$ cat src/rtl/pwm_deadtime.sv
// Complementary PWM driver with double-buffered duty/dead-time registers and
// a dead-time FSM that keeps both drives low while switching sides.
module pwm_deadtime #(
    parameter int N    = 8,
    parameter int DT_W = 4
) (
    input  logic            clk,
    input  logic            rst_n,
    input  logic            en,
    input  logic [N-1:0]    cnt,
    input  logic            period_strobe,
    input  logic            wr_en,
    input  logic [N-1:0]    duty_in,
    input  logic [DT_W-1:0] dt_in,
    output logic            pwm_h,
    output logic            pwm_l,
    output logic            pending
);

    typedef enum logic [1:0] {
        IDLE,
        HIGH,
        LOW,
        DEAD
    } state_t;

    localparam logic [DT_W-1:0] DT_ONE = DT_W'(1);

    state_t          state_q, state_d;
    logic            tgt_q, tgt_d;
    logic [DT_W-1:0] dt_cnt_q, dt_cnt_d;
    logic            raw_q;
    logic [N-1:0]    duty_stg_q, duty_act_q;
    logic [DT_W-1:0] dt_stg_q, dt_act_q;
    logic            pending_q;
    logic            pwm_h_q, pwm_l_q;
    logic            switch_req;
    logic [DT_W-1:0] dt_load;

    // A zero dead-time restart wraps the down-counter to all-ones.
    assign dt_load = dt_act_q - DT_ONE;

    assign switch_req = (state_q == IDLE)
                     || ((state_q == HIGH) && !raw_q)
                     || ((state_q == LOW)  &&  raw_q);

    always_comb begin
        state_d  = state_q;
        tgt_d    = tgt_q;
        dt_cnt_d = dt_cnt_q;
        if (!en) begin
            state_d = IDLE;
        end else if (switch_req) begin
            tgt_d = raw_q;
            if (dt_act_q == '0) begin
                state_d = raw_q ? HIGH : LOW;
            end else begin
                state_d  = DEAD;
                dt_cnt_d = dt_load;
            end
        end else if (state_q == DEAD) begin
            if (raw_q != tgt_q) begin
                tgt_d    = raw_q;
                dt_cnt_d = dt_load;
            end else if (dt_cnt_q == '0) begin
                state_d = tgt_q ? HIGH : LOW;
            end else begin
                dt_cnt_d = dt_cnt_q - DT_ONE;
            end
        end
    end

    always_ff @(posedge clk) begin
        if (!rst_n) begin
            state_q    <= IDLE;
            tgt_q      <= 1'b0;
            dt_cnt_q   <= '0;
            raw_q      <= 1'b0;
            duty_stg_q <= '0;
            duty_act_q <= '0;
            dt_stg_q   <= '0;
            dt_act_q   <= '0;
            pending_q  <= 1'b0;
            pwm_h_q    <= 1'b0;
            pwm_l_q    <= 1'b0;
        end else begin
            state_q  <= state_d;
            tgt_q    <= tgt_d;
            dt_cnt_q <= dt_cnt_d;
            raw_q    <= en && (cnt < duty_act_q);
            pwm_h_q  <= (state_d == HIGH);
            pwm_l_q  <= (state_d == LOW);

            // Active registers always see the pre-write staging contents.
            if (period_strobe && pending_q) begin
                duty_act_q <= duty_stg_q;
                dt_act_q   <= dt_stg_q;
            end
            if (wr_en) begin
                duty_stg_q <= duty_in;
                dt_stg_q   <= dt_in;
                pending_q  <= 1'b1;
            end else if (period_strobe) begin
                pending_q  <= 1'b0;
            end
        end
    end

    assign pwm_h   = pwm_h_q;
    assign pwm_l   = pwm_l_q;
    assign pending = pending_q;

endmodule

$ cat config.mk
export PLATFORM = sky130hd
export DESIGN_NAME = pwm_deadtime
export DESIGN_NICKNAME = d
export VERILOG_FILES = /design/src/rtl/pwm_deadtime.sv
export SDC_FILE = /design/constraint.sdc
export NUM_CORES = 1
export LEC_CHECK = 0
export CELL_PAD_IN_SITES_DETAIL_PLACEMENT = 1
export CELL_PAD_IN_SITES_GLOBAL_PLACEMENT = 1
export CORE_ASPECT_RATIO = 0.5
export CORE_MARGIN = 5
export CORE_UTILIZATION = 43
export CTS_BUF_LIST = sky130_fd_sc_hd__clkbuf_8 sky130_fd_sc_hd__clkbuf_16
export DETAILED_ROUTE_END_ITERATION = 16
export PLACE_DENSITY = 0.85
export SLEW_MARGIN = 40
export SYNTH_ARGS = -nofsm -noshare
export SYNTH_HDL_FRONTEND = slang
export SYNTH_SLANG_ARGS = --single-unit
$ cat constraint.sdc
create_clock -name clk -period 3 [get_ports clk]
set_input_delay 0.45 -clock clk [delete_from_list [all_inputs] [get_ports clk]]
set_output_delay 0.45 -clock clk [all_outputs]
set_load 0.01 [all_outputs]
* After elaboration in Yosys (flattened, before gate mapping)
Cells that the tools add are included.
Word-level totals: flip-flop bits (word level) 35, input bits 25, output and inout bits 3, logic and storage cells 55
Cells by class: add/sub/neg operators 2, order comparisons 1, equal/unequal tests 8, multiplexer cells 18, reduce and logical (&&, ||, !) cells 15
Operators by type and width (number):
- 4-bit two-way mux | 5
- 2-bit two-way mux | 8
- 4-bit logical NOT | 2
- 8-bit < comparator | 1
- 4-bit by 1-bit subtractor with 4-bit output, second input constant | 2
- 2-bit == test, second input constant | 3
- 2-bit nonzero test | 3
- 1-bit two-way mux | 5
- 2-bit by 1-bit == test with 1-bit output, second input constant | 2
- 1-bit logical AND | 4
- 4-bit AND reduction | 1
- 3-bit inequality test, second input constant | 1
- 3-bit AND reduction | 1
- 2-bit logical NOT | 1
- 1-bit logical OR | 2
- 2-bit inequality test, second input constant | 1
- 1-bit logical NOT | 1
- 1-bit inequality test | 1

* Longest topological paths before layout
word-level depth 7, gate-level depth with buffers 7, mapped depth without buffers 7

* Least setup slack after synthesis
OpenSTA, ideal clock, no wires.
path kind flip-flop to flip-flop, start point reg dt_act_q[0], end point reg dt_cnt_q[0], library setup time 0.128 ns, arrival time 1.453 ns, required time 2.872 ns, setup slack 1.419 ns, cell stages (with the launch flop) 8, cell sequence dfxtp_1 inv_1 ha_1 nor3b_2 a211oi_4 o311ai_4 o211ai_2 o21ai_1
Between the ends: cells in the longest elaborated chain, start to end 4
Ends and longest elaborated chain:
- from (decl) | RTL line 34 | logic [DT_W-1:0] dt_stg_q, dt_act_q;
- from (signal assigned) | RTL line 97 | dt_act_q <= dt_stg_q;
- 4-bit by 1-bit subtractor with 4-bit output | RTL line 41 | assign dt_load = dt_act_q - DT_ONE;
- 4-bit two-way mux | RTL line 62 | if (raw_q != tgt_q) begin
- 4-bit two-way mux | RTL line 61 | end else if (state_q == DEAD) begin
- 4-bit two-way mux | RTL line 53 | end else if (switch_req) begin
- to (signal assigned) | RTL line 89 | dt_cnt_q <= dt_cnt_d;
- to (decl) | RTL line 31 | logic [DT_W-1:0] dt_cnt_q, dt_cnt_d;
Parallel ways exist; a longest one is shown, timed or not. The select of a mux whose other input is x is not followed. A chain may end at the register's enable or synchronous reset.

* Final worst setup path
Ends and elaborated chain as after synthesis.

==> metrics.cfg <==
[cells_and_area]
area_growth_syn_to_layout_pct=22.5
seq_area_um2=701
fin_nets=253
postLayoutCoreUtil=0.545
multi_input_area_um2=946
drive_gt1_frac=0.0913
fill_cells=458
final_common_cell=dfxtp_1
diodes=0
final_cell_mix=dfxtp_1, nand2_1, clkdlybuf4s50_1, inv_1, nor2b_1

[critical_path]
reg2reg_from=dt_act_q[0]$_SDFFE_PN0P_
path_buf_inv=1
start_kind=flop
critPathTopFamily=compound AO/OA/AOI/OAI gates
r2r_cells=7
timing.rr.end=dt_cnt_q[0]$_SDFFE_PN0P_
cp.arrival_ps=1980
cp_cell_sequence=inv_1 > ha_1 > nor3b_2 > a211oi_4 > o311ai_4 > o211ai_2 > o21ai_1
worstSetupPathType=flop to flop
cp_max_fo=5
cp_slowest_stage_delay_ps=390
cp.required_ps=3170
crit_path_end_kind=flop
reg2reg_slack_ps=1190
crit_slowest_cell=dfxtp_1

[sta]
setup-violations-final=0
period_share=0.603
finalHoldViolCount=0
fmax_mhz=553
maxSlewViolCount=0
rsz0062_at_grt=no
slew_headroom=0.462
setup_tns_ps=0
finalClockSkew_ps=4.58
worst_slew_pin_slew_ps=804
period_needed_ps=1810

[cts]
ctsHoldBuffers=0
cts_buffers=5
cts_root_buf=clkbuf_8
post_cts_buffers=0
cts.sinks=35
cts_tree=yes
clk_pin_slew_ps=70
clk_latency_ps=290
cts.htree.levels=2
cts-resized-gates=0
clockBufferDepth=2

[power_and_ir_drop]
pwr-share-comb=0.155
switchingPower_w=0.000268
clkPwrFrac=0.338
p_int_w=0.000726
ir_worst_vdd_v=0.000202
power_w=0.000994
switching_share=0.270
p_leak_nw=0.797
seqPwrFrac=0.508
power_density_nw_per_um2=467

[worst_hold_path]
worstHoldStart=duty_act_q[2]$_SDFFE_PN0P_
min_path_cells=2
holdPathEnd=duty_act_q[2]$_SDFFE_PN0P_
hold_class=flop to flop

[yosys]
synth_edf_count=0
postSynth.asyncResetShare=0
synthFlopType=dfxtp_1
yosysTopAreaCellShare=0.403
yosysUniqueCellTypes=40
syn_avg_cell_area_um2=9.10
syn_nets=226
synth_top_cells_by_area=dfxtp_1, ha_1, nand2_1, mux2i_1, a21boi_0
synth.largest_area_cell=dfxtp_1
syn_inst=191
ys_warn_count=0
yosysSeqAreaShare=0.403
synth-seq-cells=35
syn_area_um2=1740

[detailed_routing]
drt-total-wl_um=3990
ant_nets=0
drc=0
wl_per_cell_um=14.6
first_pass_iters=3
via_per_inst=5.08
num_vias=1387
drt_iter0_markers=24

[floorplanning]
start_util=0.445
die_h_um=55.0
die_area_um2=5490
core_area_um2=3900
io_pins=28
rows=16
die_x_um=99.9

[run]
maxCapViolations=0

[place]
gp_congestion=0.863
dpl.hpwl_um=2860
portBuffers=27

[run_status]
status=completed

[grt]
antenna_found_initial=0
grt_pass1_vias=1509
gr-total-overflow=0
track_usage=0.165
grt_max_degree=26
grt_pass1_wl_um=6820

[flip-flops by register name, summed over array words and instances (netlist names)]
name and flops:
dt_act_q 4, dt_cnt_q 4, dt_stg_q 4, duty_act_q 8
duty_stg_q 8, pending 1, pwm_h 1, pwm_l 1
raw_q 1, state_q 2, tgt_q 1
[per-stage QoR]
| stage | instance area, µm² | hold slack [ps] | instances | setup slack [ps] |
|---|---|---|---|---|
| final | 2130 | 467 | 273 | 1190 |
| after global routing | 2130 | 486 | 273 | 1070 |
| after CTS | 2130 | 469 | 273 | 1200 |
| after detailed placement | 2040 | 460 | 265 | 903 |
| after global placement | 2040 | 449 | 265 | 980 |
| after floorplan | 1740 | 440 | 191 | 1420 |
[worst register-to-register path, stage by stage (launching register included)]
cell and delay, ps:
dfxtp_1 390, inv_1 100, ha_1 190, nor3b_2 170, a211oi_4 360, o311ai_4 210, o211ai_2 190, o21ai_1 80
[kinds of logic (layout without fill, tap and decap cells)]
group | count (synthesis) | after routing | share of synthesized area
multiplexers | 12 | 12 | 0.0691
flip-flops | 35 | 35 | 0.403
AO/OA/AOI/OAI | 40 | 40 | 0.186
XOR/XNOR | 2 | 2 | 0.0101
AND/OR/NAND/NOR | 70 | 70 | 0.207
buffers and inverters | 22 | 50 | 0.0526
adder cells (fa/ha/maj) | 10 | 10 | 0.0720
[routing by layer]
metal	routed length (µm)	share of wire	track usage
met5	0	0	0
met3	128	0.032	0.0538
met2	1990	0.50	0.316
met1	1810	0.46	0.177
met4	55	0.014	0.0635
[cells in the mapped netlist (2+ instances only)]
library cell and count:
a211oi_1 3, a21boi_0 12, a21o_1 2, a21oi_1 3, clkbuf_1 6, dfxtp_1 35, ha_1 10, inv_1 14
mux2i_1 12, nand2_1 33, nand2b_1 2, nand3_1 2, nand4_1 2, nor2_1 7, nor2b_1 14, nor3b_2 3
o211ai_1 2, o21a_1 2, o21ai_0 3, o21ai_1 3, xor2_1 2
[power groups by stage]
stage	registers, W	clock network (W)	logic [W]
detailed placement	0.000515	0	0.000153
floorplan	0.000510	0	0.0000973
global placement	0.000513	0	0.000148
global route	0.000508	0.000370	0.000171
finish	0.000504	0.000335	0.000154
CTS	0.000504	0.000352	0.000156
[cell type report]
cell class                      instances  area share
Timing Repair Buffer                   28       0.131
Inverter                               14      0.0247
Sequential cell                        35       0.329
Tap cell                               54      0.0317
Multi-Input combinational cell        134       0.444
Clock inverter                          3     0.00705
Clock buffer                            5      0.0323
[worst max path at each step]
stage | startpoint | to | slack [ps] | cells after the start
floorplan | dt_act_q[0]$_SDFFE_PN0P_ | dt_cnt_q[0]$_SDFFE_PN0P_ | 1420 | 7
global placement | cnt[4] | raw_q$_SDFF_PN0_ | 980 | 7
detailed placement | cnt[4] | raw_q$_SDFF_PN0_ | 900 | 7
CTS | dt_act_q[0]$_SDFFE_PN0P_ | dt_cnt_q[0]$_SDFFE_PN0P_ | 1200 | 7
global route | dt_act_q[0]$_SDFFE_PN0P_ | dt_cnt_q[0]$_SDFFE_PN0P_ | 1070 | 7
finish | dt_act_q[0]$_SDFFE_PN0P_ | dt_cnt_q[0]$_SDFFE_PN0P_ | 1190 | 7
No activity file was read; power rests on OpenSTA's default activity.
